[src/rtl/vc_input_buffer_pkg.sv]
// ---------------------------------------------------------------------------
// vc_input_buffer_pkg
// Shared NoC definitions used by the virtual-channel input buffer and its
// per-VC FIFO: number of virtual channels, flit label and flit layout, and
// the per-VC packet-tracking state encoding.
// ---------------------------------------------------------------------------
package vc_input_buffer_pkg;

    localparam int VC_NUM         = 2;
    localparam int VC_SIZE        = (VC_NUM > 1) ? $clog2(VC_NUM) : 1;
    localparam int FLIT_DATA_SIZE = 16;

    typedef enum logic [1:0] {
        HEAD     = 2'b00,
        BODY     = 2'b01,
        TAIL     = 2'b10,
        HEADTAIL = 2'b11
    } flit_label_t;

    typedef struct packed {
        flit_label_t                flit_label;
        logic [VC_SIZE-1:0]         vc_id;
        logic [FLIT_DATA_SIZE-1:0]  data;
    } flit_t;

    typedef enum logic [1:0] {
        IDLE  = 2'b00,
        BUSY  = 2'b01,
        DRAIN = 2'b10
    } vc_state_t;

    // A flit carrying either label closes the packet it belongs to.
    function automatic logic isTailLabel(input flit_label_t label);
        return (label == TAIL) || (label == HEADTAIL);
    endfunction

endpackage

[src/rtl/vc_input_buffer_fifo.sv]
// ---------------------------------------------------------------------------
// vc_fifo
// Circular flit FIFO holding the buffered flits of one virtual channel.
// Ports:
//   clk, rst    clock and synchronous active-high reset
//   i_data      flit to write
//   i_push      write strobe (caller decides acceptance; a full FIFO
//               without a same-cycle pop still refuses it)
//   i_pop       read strobe, ignored when the FIFO is empty
//   o_data      head flit (valid when o_isEmpty = 0)
//   o_isEmpty   FIFO holds no flits
//   o_count     number of stored flits, 0 .. BUFFER_SIZE
// ---------------------------------------------------------------------------
module vc_fifo
    import vc_input_buffer_pkg::*;
#(
    parameter int BUFFER_SIZE = 8
) (
    input  logic                         clk,
    input  logic                         rst,
    input  flit_t                        i_data,
    input  logic                         i_push,
    input  logic                         i_pop,
    output flit_t                        o_data,
    output logic                         o_isEmpty,
    output logic [$clog2(BUFFER_SIZE):0] o_count
);

    localparam int PTR_W = $clog2(BUFFER_SIZE);
    localparam int CNT_W = PTR_W + 1;

    flit_t              r_mem [BUFFER_SIZE];
    logic [PTR_W-1:0]   r_readPtr;
    logic [PTR_W-1:0]   r_writePtr;
    logic [CNT_W-1:0]   r_count;

    logic               w_doPush;
    logic               w_doPop;
    logic               w_full;

    // A pop in the same cycle frees the slot a push into a full FIFO needs.
    assign w_full   = (r_count == CNT_W'(BUFFER_SIZE));
    assign w_doPop  = i_pop && (r_count != '0);
    assign w_doPush = i_push && (!w_full || w_doPop);

    // Storage carries no reset: the empty flag guards stale contents.
    always_ff @(posedge clk) begin
        if (w_doPush && !rst) begin
            r_mem[r_writePtr] <= i_data;
        end
    end

    // Pointers wrap naturally because BUFFER_SIZE is a power of two.
    always_ff @(posedge clk) begin
        if (rst) begin
            r_readPtr  <= '0;
            r_writePtr <= '0;
            r_count    <= '0;
        end else begin
            if (w_doPush) begin
                r_writePtr <= r_writePtr + 1'b1;
            end
            if (w_doPop) begin
                r_readPtr <= r_readPtr + 1'b1;
            end
            case ({w_doPush, w_doPop})
                2'b10:   r_count <= r_count + 1'b1;
                2'b01:   r_count <= r_count - 1'b1;
                default: r_count <= r_count;
            endcase
        end
    end

    assign o_data    = r_mem[r_readPtr];
    assign o_isEmpty = (r_count == '0);
    assign o_count   = r_count;

endmodule

[src/rtl/vc_input_buffer.sv]
// ---------------------------------------------------------------------------
// vc_input_buffer
// Router input port with one FIFO per virtual channel. Incoming flits are
// steered by vc_id, checked against buffer space and packet protocol, and
// either stored or dropped with an error pulse. Each VC tracks the packet
// it holds so it can report when it is free for a new packet.
// Ports:
//   clk, rst           clock and synchronous active-high reset
//   data_i             incoming flit
//   valid_flit_i       data_i valid this cycle
//   on_off_o           per-VC credit: 1 = upstream may keep sending
//   vc_allocatable_o   per-VC: 1 = VC free for a new packet
//   read_i             per-VC pop strobe from the consumer
//   data_o             head flit of every VC FIFO
//   is_empty_o         per-VC FIFO empty
//   error_o            one-cycle pulse, the cycle after a flit was dropped
// ---------------------------------------------------------------------------
module vc_input_buffer
    import vc_input_buffer_pkg::*;
#(
    parameter int BUFFER_SIZE   = 8,
    parameter int ON_OFF_MARGIN = 2
) (
    input  logic                 clk,
    input  logic                 rst,
    input  flit_t                data_i,
    input  logic                 valid_flit_i,
    output logic  [VC_NUM-1:0]   on_off_o,
    output logic  [VC_NUM-1:0]   vc_allocatable_o,
    input  logic  [VC_NUM-1:0]   read_i,
    output flit_t [VC_NUM-1:0]   data_o,
    output logic  [VC_NUM-1:0]   is_empty_o,
    output logic                 error_o
);

    localparam int CNT_W    = $clog2(BUFFER_SIZE) + 1;
    localparam int ON_LIMIT = BUFFER_SIZE - ON_OFF_MARGIN;

    vc_state_t          r_state [VC_NUM];
    logic [VC_NUM-1:0]  r_allocatable;
    logic               r_error;

    logic [CNT_W-1:0]   w_count [VC_NUM];
    flit_t              w_fifoData [VC_NUM];
    logic [VC_NUM-1:0]  w_empty;
    logic [VC_NUM-1:0]  w_push;
    logic [VC_NUM-1:0]  w_pop;
    logic               w_anyDrop;

    // Per-VC admission: the flit must fit (counting a same-cycle pop) and
    // must continue the packet the VC is tracking. Anything else, including
    // a vc_id that matches no VC, is dropped and reported.
    always_comb begin
        logic w_target;
        logic w_space;
        logic w_legal;
        logic w_hit;
        w_push    = '0;
        w_pop     = '0;
        w_anyDrop = 1'b0;
        w_hit     = 1'b0;
        w_target  = 1'b0;
        w_space   = 1'b0;
        w_legal   = 1'b0;
        for (int v = 0; v < VC_NUM; v++) begin
            w_pop[v] = read_i[v] && !w_empty[v];
            w_target = valid_flit_i && (int'(data_i.vc_id) == v);
            w_space  = (w_count[v] - CNT_W'(w_pop[v])) < CNT_W'(BUFFER_SIZE);
            case (r_state[v])
                IDLE:    w_legal = (data_i.flit_label == HEAD) ||
                                   (data_i.flit_label == HEADTAIL);
                BUSY:    w_legal = (data_i.flit_label == BODY) ||
                                   (data_i.flit_label == TAIL);
                default: w_legal = 1'b0;
            endcase
            w_push[v] = w_target && w_space && w_legal;
            if (w_target) begin
                w_hit = 1'b1;
                if (!(w_space && w_legal)) begin
                    w_anyDrop = 1'b1;
                end
            end
        end
        if (valid_flit_i && !w_hit) begin
            w_anyDrop = 1'b1;
        end
    end

    // One FIFO per virtual channel; all share the incoming flit bus.
    for (genvar g = 0; g < VC_NUM; g++) begin : gVcFifo
        vc_fifo #(
            .BUFFER_SIZE (BUFFER_SIZE)
        ) u_vcFifo (
            .clk       (clk),
            .rst       (rst),
            .i_data    (data_i),
            .i_push    (w_push[g]),
            .i_pop     (w_pop[g]),
            .o_data    (w_fifoData[g]),
            .o_isEmpty (w_empty[g]),
            .o_count   (w_count[g])
        );
        assign data_o[g] = w_fifoData[g];
    end

    // Packet tracker per VC. A VC stays unavailable from the accepted head
    // until its tail leaves the FIFO, so a new packet never mixes with the
    // remains of the previous one. Pushes are never accepted in DRAIN, so
    // the pop-driven exit from DRAIN cannot collide with a push.
    always_ff @(posedge clk) begin
        if (rst) begin
            for (int v = 0; v < VC_NUM; v++) begin
                r_state[v] <= IDLE;
            end
            r_allocatable <= '1;
            r_error       <= 1'b0;
        end else begin
            r_error <= w_anyDrop;
            for (int v = 0; v < VC_NUM; v++) begin
                case (r_state[v])
                    IDLE: begin
                        if (w_push[v] && data_i.flit_label == HEAD) begin
                            r_state[v]       <= BUSY;
                            r_allocatable[v] <= 1'b0;
                        end else if (w_push[v] && data_i.flit_label == HEADTAIL) begin
                            r_state[v]       <= DRAIN;
                            r_allocatable[v] <= 1'b0;
                        end
                    end
                    BUSY: begin
                        if (w_push[v] && data_i.flit_label == TAIL) begin
                            r_state[v] <= DRAIN;
                        end
                    end
                    DRAIN: begin
                        if (w_pop[v] && isTailLabel(w_fifoData[v].flit_label)) begin
                            r_state[v]       <= IDLE;
                            r_allocatable[v] <= 1'b1;
                        end
                    end
                    default: begin
                        r_state[v]       <= IDLE;
                        r_allocatable[v] <= 1'b1;
                    end
                endcase
            end
        end
    end

    // Credit decode from the registered occupancy: free slots must stay
    // above the margin for upstream to keep sending.
    always_comb begin
        on_off_o = '0;
        for (int v = 0; v < VC_NUM; v++) begin
            on_off_o[v] = int'(w_count[v]) < ON_LIMIT;
        end
    end

    assign vc_allocatable_o = r_allocatable;
    assign is_empty_o       = w_empty;
    assign error_o          = r_error;

endmodule
[config.mk]
export PLATFORM = sky130hd
export DESIGN_NAME = vc_input_buffer
export DESIGN_NICKNAME = d
export VERILOG_FILES = /design/src/rtl/vc_input_buffer_pkg.sv /design/src/rtl/vc_input_buffer_fifo.sv /design/src/rtl/vc_input_buffer.sv
export SDC_FILE = /design/constraint.sdc
export NUM_CORES = 1
export LEC_CHECK = 0
export ABC_CLOCK_PERIOD_IN_PS = 10800
export CAP_MARGIN = 20
export CORE_UTILIZATION = 60
export CTS_CLUSTER_SIZE = 14
export DETAILED_ROUTE_END_ITERATION = 10
export DONT_BUFFER_PORTS = 1
export GPL_ROUTABILITY_DRIVEN = 0
export HOLD_SLACK_MARGIN = 0.05
export PLACE_DENSITY = 0.86
export SETUP_SLACK_MARGIN = 0.05
export SYNTH_ARGS = -nofsm -noshare
export SYNTH_HDL_FRONTEND = slang
export SYNTH_SLANG_ARGS = --single-unit
export TNS_END_PERCENT = 10
[constraint.sdc]
create_clock -name clk -period 10.8 [get_ports clk]
set_input_delay 2.16 -clock clk [delete_from_list [all_inputs] [get_ports clk]]
set_output_delay 2.16 -clock clk [all_outputs]
set_load 0.01 [all_outputs]
==> results.md, run 1 <==
* WL final at 26500 microns
* Die Span X at 151 microns
* Routed Antenna Nets at 0
* CTS sink count at between 300 and 400
* Status: complete, no violations
* Pre-antenna DRT Iters at 5
* Critical Path Start Type: flop
* Clock tree buffer depth at 3
* GRT Overall Usage at 24.6%
* Mapped Nets at ~700
* Clock-pin slew of the registers on the worst-case setup and hold paths at 0.06 ns
* Ant. Diodes at 0
* Vias at 6269
* Cell Count, Final, Fillers Out at around 1000
* Initial antenna violation count at 0
* Post-synth EDFFs at 307
* Setup Viol. Count Final at 0
* CTS tree: done
* Clock Skews at 0.0235 ns
* HPWL after DPL at approximately 15000 microns
* Worst EP arrival at 2.40 ns
* First-iteration detailed-routing DRC count at 523
* Worst skew pair latency at 0.52 ns
* Global-route wire length before repair at between 30000 and 40000 microns
* Full die area at 22700 sq um
* Final WS setup at 6.24 ns
* RSZ-0062 raised after global routing: false
* Synth unique cells at 43
* Max-cap viol count at 0
* Area of all placed cells without fillers at 14800 sq um
* Worst min-delay path class: flop to flop
* Post-layout util at 69.4%
* Post-synthesis area per instance at 20.0 sq um
* Synth area leaders: edfxtp_1, mux4_2, dfxtp_1, mux2_2, ha_1
* Fin Setup TNS at 0 ns
* Hold Violations, Final at 0
* Max_slew headroom at 29.2%
* Max VDD drop at 180 uV
* Max Clk Rate at 219 MHz
* Most frequent cells after synthesis: edfxtp_1, mux4_2, mux2_2, nor2_1, dfxtp_1
* Crit. End Element: output port
* Slew @ Worst Pin at 1.06 ns
* Synth async-reset ratio at 0%
* Post-synth top area share at 69.6%
* Tcrit/Tclk final at a little over two fifths
* Power Total at 3.12 mW
* # nets final at 726
* Placement Setup Slack at 5.88 ns
* Largest net degree at the start of global routing at 41
* FP Rows at 53
* Starting Density at 62.0%
* Num ports at 69
* Inserted Clock Buffers at 34
* Post-CTS Setup Inserts at 0
* Vias in the first global route at approximately 6600
* CTS H-tree depth at 2
* Routed len/inst at 26.8 microns
* Placed insts at 926
* Grt ovf at 0
* Cts repair resizes at 0
* Syn. warnings at 0
* Synthesized area at between 10000 and 15000 sq um
* Root buffer cell: clkbuf_16
* Critical path class: flop to output port
* Max-slew violations at 0
* CP required at 8.64 ns
* Hold buffers post-CTS at 0
* Pwr/cell area at 210 nW/um^2
* CP Max Fanout at 38
* Die Height at 151 microns
* Ys flop type: edfxtp_1
* Hold_ws at roughly 0.48 ns
* Area Overhead vs Synth at 11.8%
* Leading area contributor after synthesis: edfxtp_1
* Post-synthesis cell count at 661
* # DRC at 0
* Share of cells above drive strength 1 at 28.8%
* #FFs+latches synth at 337
* Lkg Pwr at approximately 4.6 nW
* Core Footprint at 21400 sq um
* DP Area at 13700 sq um
* Most common cell in the netlist: edfxtp_1
* Seq/Total Area, Yosys at around three quarters
* Via density at 6.35
* Minimum clock period at 4.56 ns
* PortBufs at 0
-- power breakdown --
group / internal [mW] / switching (mW)
sequential: 1.45 / 0.0250
clock: 0.679 / 0.476
combinational: 0.245 / 0.244
total: 2.37 / 0.745
-- flip-flops by register name, summed over array words and instances (netlist names), named ones only --
register and count:
error_o 1, gVcFifo.u_vcFifo.o_count 8, gVcFifo.u_vcFifo.r_mem 304, gVcFifo.u_vcFifo.r_readPtr 6
gVcFifo.u_vcFifo.r_writePtr 6, r_state 4, vc_allocatable_o 2
-- routing by layer --
layer	GRT usage, %	share of wire [%]	up-vias
met4	9.25	2.7	0
met3	5.12	6.7	51
met1	30.1	37	3235
li1	-	-	2734
met5	0	0	-
met2	43.1	53	249
-- worst max-delay path, stage by stage, from the launching register on --
cell and delay [ns]:
dfxtp_2 0.31, buf_4 0.57, mux4_2 0.61, mux2_2 0.35
-- logic make-up after synthesis --
group	synth area share (%)
flip-flops	74.1
buffers and inverters	1.24
adder cells (fa/ha/maj)	1.44
multiplexers	16.9
AND/OR/NAND/NOR	3.65
AO/OA/AOI/OAI	1.85
XOR/XNOR	0.793
-- layout make-up --
cell class / instances / area, sq um
clock buffer: 39 / 870
tap: 275 / 344
timing repair buffer: 21 / 178
inverter: 11 / 41.3
multi-input combinational: 283 / 3320
sequential: 337 / 9820
fill: 1247 / 6540
clock inverter: 22 / 230
-- worst paths after layout --
check                                                              startpoint                                             to  slack, ns  depth (start not counted)
worst min register to register  gVcFifo[1].u_vcFifo.r_readPtr[1]$_SDFFE_PP0P_  gVcFifo[1].u_vcFifo.r_readPtr[1]$_SDFFE_PP0P_       0.48                          2
worst max-delay path                                                     flop                                     data_o[34]       6.24                          3
worst max register to register    gVcFifo[0].u_vcFifo.o_count[0]$_SDFFE_PP0P_    gVcFifo[0].u_vcFifo.o_count[3]$_SDFFE_PP0P_       7.65                          8
worst min-delay path            gVcFifo[1].u_vcFifo.r_readPtr[1]$_SDFFE_PP0P_  gVcFifo[1].u_vcFifo.r_readPtr[1]$_SDFFE_PP0P_       0.48                          2
-- layout by cell type (no fill, tap or decap), drive strengths merged, types with 2 or more instances in the layout --
master,n
mux2,41
nor2,36
edfxtp,307
or4b,3
o41a,2
nand2,24
a21oi,13
nor3,10
xor2,7
mux2i,9
o21ai,4
xnor2,5
clkinv,15
bufinv,4
nor4,5
nand3,6
a2111oi,2
nor2b,4
dfxtp,30
or3,3
and3,3
inv,13
buf,21
a21o,2
fa,2
mux4,75
nand2b,3
ha,12
clkbuf,39
(Power assumes the default switching activity.)
==> run 2: changes to the inputs <==
--- a/config.mk
+++ b/config.mk
@@ -5,7 +5,7 @@
 export SDC_FILE = /design/constraint.sdc
 export NUM_CORES = 1
 export LEC_CHECK = 0
-export ABC_CLOCK_PERIOD_IN_PS = 10800
+export ABC_CLOCK_PERIOD_IN_PS = 4500
 export CAP_MARGIN = 20
 export CORE_UTILIZATION = 60
 export CTS_CLUSTER_SIZE = 14
==> constraint.sdc (replaced) <==
create_clock -name clk -period 4.5 [get_ports clk]
set_input_delay 0.9 -clock clk [delete_from_list [all_inputs] [get_ports clk]]
set_output_delay 0.9 -clock clk [all_outputs]
set_load 0.01 [all_outputs]
==> results.md, run 2 (synthesis results as in run 1) <==
* Status: complete, no violations
* Vias in the first global route at 6673
* Net Sw Power at roughly 1.7 mW
* Hold Violations, Final at 0
* First-iteration detailed-routing DRC count at 433
* CTS H-tree depth at 1
* Max-slew violations at 0
* Inserted Clock Buffers at 31
* CP Max Fanout at 24
* Clock Skews at ~0.016 ns
* HPWL after DPL at 14800 microns
* Core Footprint at 21400 sq um
* Final WS setup at 0.926 ns
* Max_slew headroom at 51.4%
* Hold buffers post-CTS at 0
* Pre-antenna DRT Iters at 4
* Grt ovf at 0
* Pwr/cell area at 490 nW/um^2
* WL final at 25600 microns
* Lkg Pwr at approximately 4.6 nW
* Full die area at 22700 sq um
* Initial antenna violation count at 0
* Pint at 5.48 mW
* Minimum clock period at 3.57 ns
* Largest net degree at the start of global routing at 41
* Num ports at just under 70
* Most frequent cells in the layout: edfxtp_1, mux4_2, mux2_2
* Fin Setup TNS at 0 ns
* Routed Antenna Nets at 0
* Most common cell after layout, fill and taps aside: edfxtp_1
* Crit. End Element: output port
* Sequential share of power at about 50%
* CTS sink count at 337
* Tcrit/Tclk final at between 70% and 80%
* Worst skew pair latency at 0.56 ns
* CP max-delay cell: dfxtp_2
* Die Span X at around 150 microns
* Root buffer cell: clkbuf_16
* Routed len/inst at 26.0 microns
* # nets final at a little over 700
* Via density at about 6.4
* FP Rows at 53
* Fill cells at between 1000 and 1500
* Worst R2R Start: gVcFifo[0].u_vcFifo.o_count[0]$_SDFFE_PP0P_
* Worst EP arrival at 2.67 ns
* Vias at 6294
* Max-cap viol count at 0
* Largest register FFs at 304
* Global-route wire length before repair at ~38000 microns
* Hold path start: rst
* Slew @ Worst Pin at 0.729 ns
* Power Total at 7.21 mW
* Placement Setup Slack at 0.866 ns
* Slowest stage delay, CP at 0.66 ns
* Worst min-delay path class: input port to flop
* GRT Overall Usage at about a quarter
* CTS tree: done
* Post-CTS Setup Inserts at 0
* Sw frac at 23.9%
* # DRC at 0
* Area Overhead vs Synth at 10.9%
* Critical Path Start Type: flop
* Clock power share at 34.8%
* RSZ-0062 raised after global routing: false
* Critical path class: flop to output port
* Max VDD drop at 392 uV
* Comb power frac at 15.8%
* CP required at 3.60 ns
* Share of cells above drive strength 1 at between 20% and 30%
* Clock tree buffer depth at 3
* Starting Density at 62.0%
* Max Clk Rate at 280 MHz
* Setup Viol. Count Final at 0
* Clock-pin slew of the registers on the worst-case setup and hold paths at roughly 0.070 ns
* PortBufs at 0
* Die Height at 151 microns
* Cts repair resizes at 0
* Largest Register: gVcFifo.u_vcFifo.r_mem
* CP cell instances: buf_4 -> mux4_2 -> mux2_2
* Ant. Diodes at 0
## run 2: changes by cell type in the layout (fill, tap and decap cells not counted), sizes merged
cell      delta
clkinv       -1
bufinv       -2
inv          -1
buf          +2
clkinvlp     -1
## run 2: final timing paths
kind                                              endpoint  slack [ns]  cells after the start
max                                             data_o[37]        0.93                      3
min reg2reg  gVcFifo[1].u_vcFifo.r_readPtr[1]$_SDFFE_PP0P_        0.50                      2
max reg2reg    gVcFifo[0].u_vcFifo.o_count[3]$_SDFFE_PP0P_        1.35                      8
min                                                   flop        0.41                      1
## run 2: power groups by stage
stage | Sequential (mW) | Clock (mW) | Combinational, mW
floorplan | 3.58 | 0 | 1.01
global placement | 3.63 | 0 | 1.09
detailed placement | 3.64 | 0 | 1.14
CTS | 3.57 | 2.53 | 1.16
global route | 3.58 | 2.64 | 1.23
finish | 3.57 | 2.51 | 1.14
## run 2: area by class of cell
type	instances	area [sq um]	share of cell area (%)
sequential	337	9820	66.8
multi-input combinational	283	3320	22.6
clock buffer	39	836	5.69
tap	275	344	2.34
timing repair buffer	23	193	1.31
clock inverter	17	133	0.903
inverter	11	41.3	0.281
## run 2: per-layer routing
| layer | vias up | GRT usage, % | part of all wire [%] |
|---|---|---|---|
| met4 | 0 | 7.25 | 2.2 |
| li1 | 2715 | - | - |
| met3 | 47 | 4.09 | 6.8 |
| met1 | 3292 | 28.9 | 38 |
| met5 | - | 0 | 0 |
| met2 | 240 | 42.4 | 53 |
## run 2: metrics by stage
stage / std cells / hold slack, ns / util, % / instance area, sq um
final: 985 / 0.406 / 68.8 / 14700
after CTS: 984 / 0.396 / 68.7 / 14700
after detailed placement: 928 / 0.487 / 64.1 / 13700
after global routing: 985 / 0.398 / 68.8 / 14700
after global placement: 928 / 0.463 / 64.1 / 13700
after floorplan: 661 / 0.454 / - / 13200
## run 2: critical path, delay by kind of cell, from the launching register on
kind     cells  cell delay (ns)
buf+inv      1             0.52
flops        1             0.66
mux          2             0.93
==> run 3: changes to the inputs <==
--- a/config.mk
+++ b/config.mk
@@ -5,7 +5,7 @@
 export SDC_FILE = /design/constraint.sdc
 export NUM_CORES = 1
 export LEC_CHECK = 0
-export ABC_CLOCK_PERIOD_IN_PS = 4500
+export ABC_CLOCK_PERIOD_IN_PS = 3500
 export CAP_MARGIN = 20
 export CORE_UTILIZATION = 60
 export CTS_CLUSTER_SIZE = 14
==> constraint.sdc (replaced) <==
create_clock -name clk -period 3.5 [get_ports clk]
set_input_delay 0.7 -clock clk [delete_from_list [all_inputs] [get_ports clk]]
set_output_delay 0.7 -clock clk [all_outputs]
set_load 0.01 [all_outputs]
==> results.md, run 3 (synthesis results as in run 1) <==
* CP cell instances: or4b_1 -> a211o_1 -> ha_1 -> ha_1 -> a21o_1 -> a21oi_1 -> mux2i_1 -> mux2_2
* Most frequent cells in the layout: edfxtp_1, mux4_2, mux2_2
* Tcrit/Tclk final at 83.2%
* Inserted Clock Buffers at 34
* Share of cells above drive strength 1 at 28.1%
* Placement Setup Slack at 0.276 ns
* Clock tree buffer depth at 3
* Pint at between 7 and 8 mW
* Sw frac at 24.0%
* FP Rows at 53
* Worst R2R Start: gVcFifo[0].u_vcFifo.o_count[0]$_SDFFE_PP0P_
* Worst min-delay path class: input port to flop
* Grt ovf at 0
* Minimum clock period at 2.91 ns
* Lkg Pwr at 4.60 nW
* Max_slew headroom at 46.5%
* CTS tree: done
* CP required at 3.88 ns
* Core Footprint at 21400 sq um
* Post-CTS Setup Inserts at 0
* Setup Viol. Count Final at 0
* Area Overhead vs Synth at 11.3%
* Sequential share of power at 48.8%
* Max Clk Rate at around 340 MHz
* Hold_ws at 0.268 ns
* CP Max Fanout at 6
* Clock power share at 34.9%
* Clock Skews at 0.0221 ns
* Hold path start: rst
* Top Family by Delay on Critical Path: compound AO/OA/AOI/OAI gates
* Die Height at ~150 microns
* Worst EP arrival at 3.29 ns
* Slowest stage delay, CP at slightly above 0.6 ns
* Vias at 6305
* WL final at between 20000 and 30000 microns
* Ant. Diodes at 0
* Pre-antenna DRT Iters at 6
* Routed len/inst at 26.5 microns
* Largest net degree at the start of global routing at 41
* Comb power frac at 16.4%
* Vias in the first global route at 6679
* Global-route wire length before repair at 38800 microns
* Critical path class: flop to flop
* Critical Path Start Type: flop
* Hold Violations, Final at 0
* CTS sink count at 337
* GRT Overall Usage at about a quarter
* Fin Setup TNS at 0 ns
* CP max-delay cell: or4b_1
* RSZ-0062 raised after global routing: false
* Starting Density at 62.0%
* Via density at 6.37
* Clock-pin slew of the registers on the worst-case setup and hold paths at 0.06 ns
* Slew @ Worst Pin at 0.802 ns
* Worst skew pair latency at between 0.5 and 0.6 ns
* Most common cell after layout, fill and taps aside: edfxtp_1
* HPWL after DPL at 14600 microns
* FF-to-FF path depth at 8
* Net Sw Power at 2.24 mW
* R2r setup slk at 0.59 ns
* Crit. End Element: flop
* Largest register FFs at a little over 300
* Die Span X at roughly 150 microns
* First-iteration detailed-routing DRC count at around 600
* Final WS setup at 0.588 ns
* Buf/Inv on CP at 0
* Max-slew violations at 0
* Crit path top cell by count: ha_1
* Status: complete, no violations
* # nets final at 729
* Pwr/cell area at 633 nW/um^2
* Cell Count, Final, Fillers Out at 990
* # DRC at 0
* Max VDD drop at 398 uV
* Placed insts at 930
* Num ports at 69
* Hold buffers post-CTS at 0
* Hold path depth at 1
* FF-to-FF End: gVcFifo[0].u_vcFifo.o_count[3]$_SDFFE_PP0P_
* CTS H-tree depth at 2
* Routed Antenna Nets at 0
* PortBufs at 0
* Root buffer cell: clkbuf_16
* Max-cap viol count at 0
* Cts repair resizes at 0
* Initial antenna violation count at 0
* Full die area at 22700 sq um
* Largest Register: gVcFifo.u_vcFifo.r_mem
==> run 3: cell count changes in the layout (fill, tap and decap cells not counted), sizes merged <==
cell      change
clkbuf        +4
bufinv        -2
clkinvlp      +2
buf           +1
clkinv        +1
inv           -1
==> run 3: layout make-up <==
cell class                      instances  area (sq um)
Clock buffer                           43           906
Clock inverter                         17          81.3
Fill cell                            1262          6610
Inverter                               11          41.3
Multi-Input combinational cell        283          3340
Sequential cell                       337          9820
Tap cell                              275           344
Timing Repair Buffer                   24           205
==> run 3: worst max path at each step <==
stage | start | endpoint | slack (ns) | cells after the start
detailed placement | data_i[17] | gVcFifo[0].u_vcFifo.o_count[3]$_SDFFE_PP0P_ | 0.28 | 10
global placement | data_i[17] | gVcFifo[0].u_vcFifo.o_count[3]$_SDFFE_PP0P_ | 0.39 | 10
CTS | gVcFifo[0].u_vcFifo.o_count[0]$_SDFFE_PP0P_ | gVcFifo[0].u_vcFifo.o_count[3]$_SDFFE_PP0P_ | 0.58 | 8
floorplan | data_i[17] | gVcFifo[0].u_vcFifo.r_mem[4][0]$_DFFE_PP_ | -0.59 | 6
finish | gVcFifo[0].u_vcFifo.o_count[0]$_SDFFE_PP0P_ | gVcFifo[0].u_vcFifo.o_count[3]$_SDFFE_PP0P_ | 0.59 | 8
global route | gVcFifo[0].u_vcFifo.o_count[1]$_SDFFE_PP0P_ | gVcFifo[0].u_vcFifo.o_count[3]$_SDFFE_PP0P_ | 0.45 | 8
==> run 3: per-layer routing <==
metal | wire length [microns] | GRT usage [%] | vias up
met1 | 10000 | 30.6 | 3237
met5 | 0 | 0 | -
met2 | 13400 | 40.4 | 284
met4 | 732 | 9.40 | 0
li1 | - | - | 2731
met3 | 1990 | 5.21 | 53
==> run 3: power by group through the flow <==
stage	Sequential [mW]	Clock, mW	Combinational (mW)
3_5_place_dp	4.64	0	1.54
6_report	4.55	3.25	1.53
5_1_grt	4.56	3.44	1.65
4_1_cts	4.55	3.30	1.56
3_3_place_gp	4.62	0	1.48
2_1_floorplan	4.60	0	1.30
==> run 3: worst reg2reg max path: stages (launching register included) <==
cell	delay, ns
dfxtp_1	0.36
or4b_1	0.61
a211o_1	0.34
ha_1	0.23
ha_1	0.30
a21o_1	0.17
a21oi_1	0.19
mux2i_1	0.25
mux2_2	0.35
==> run 3: through the flow <==
stage | utilization (%) | instance area [sq um] | total power [mW]
2_1_floorplan | - | 13300 | 5.90
3_3_place_gp | 64.4 | 13800 | 6.11
3_5_place_dp | 64.4 | 13800 | 6.17
4_1_cts | 69.0 | 14700 | 9.41
5_1_grt | 69.0 | 14700 | 9.65
6_report | 69.0 | 14700 | 9.33
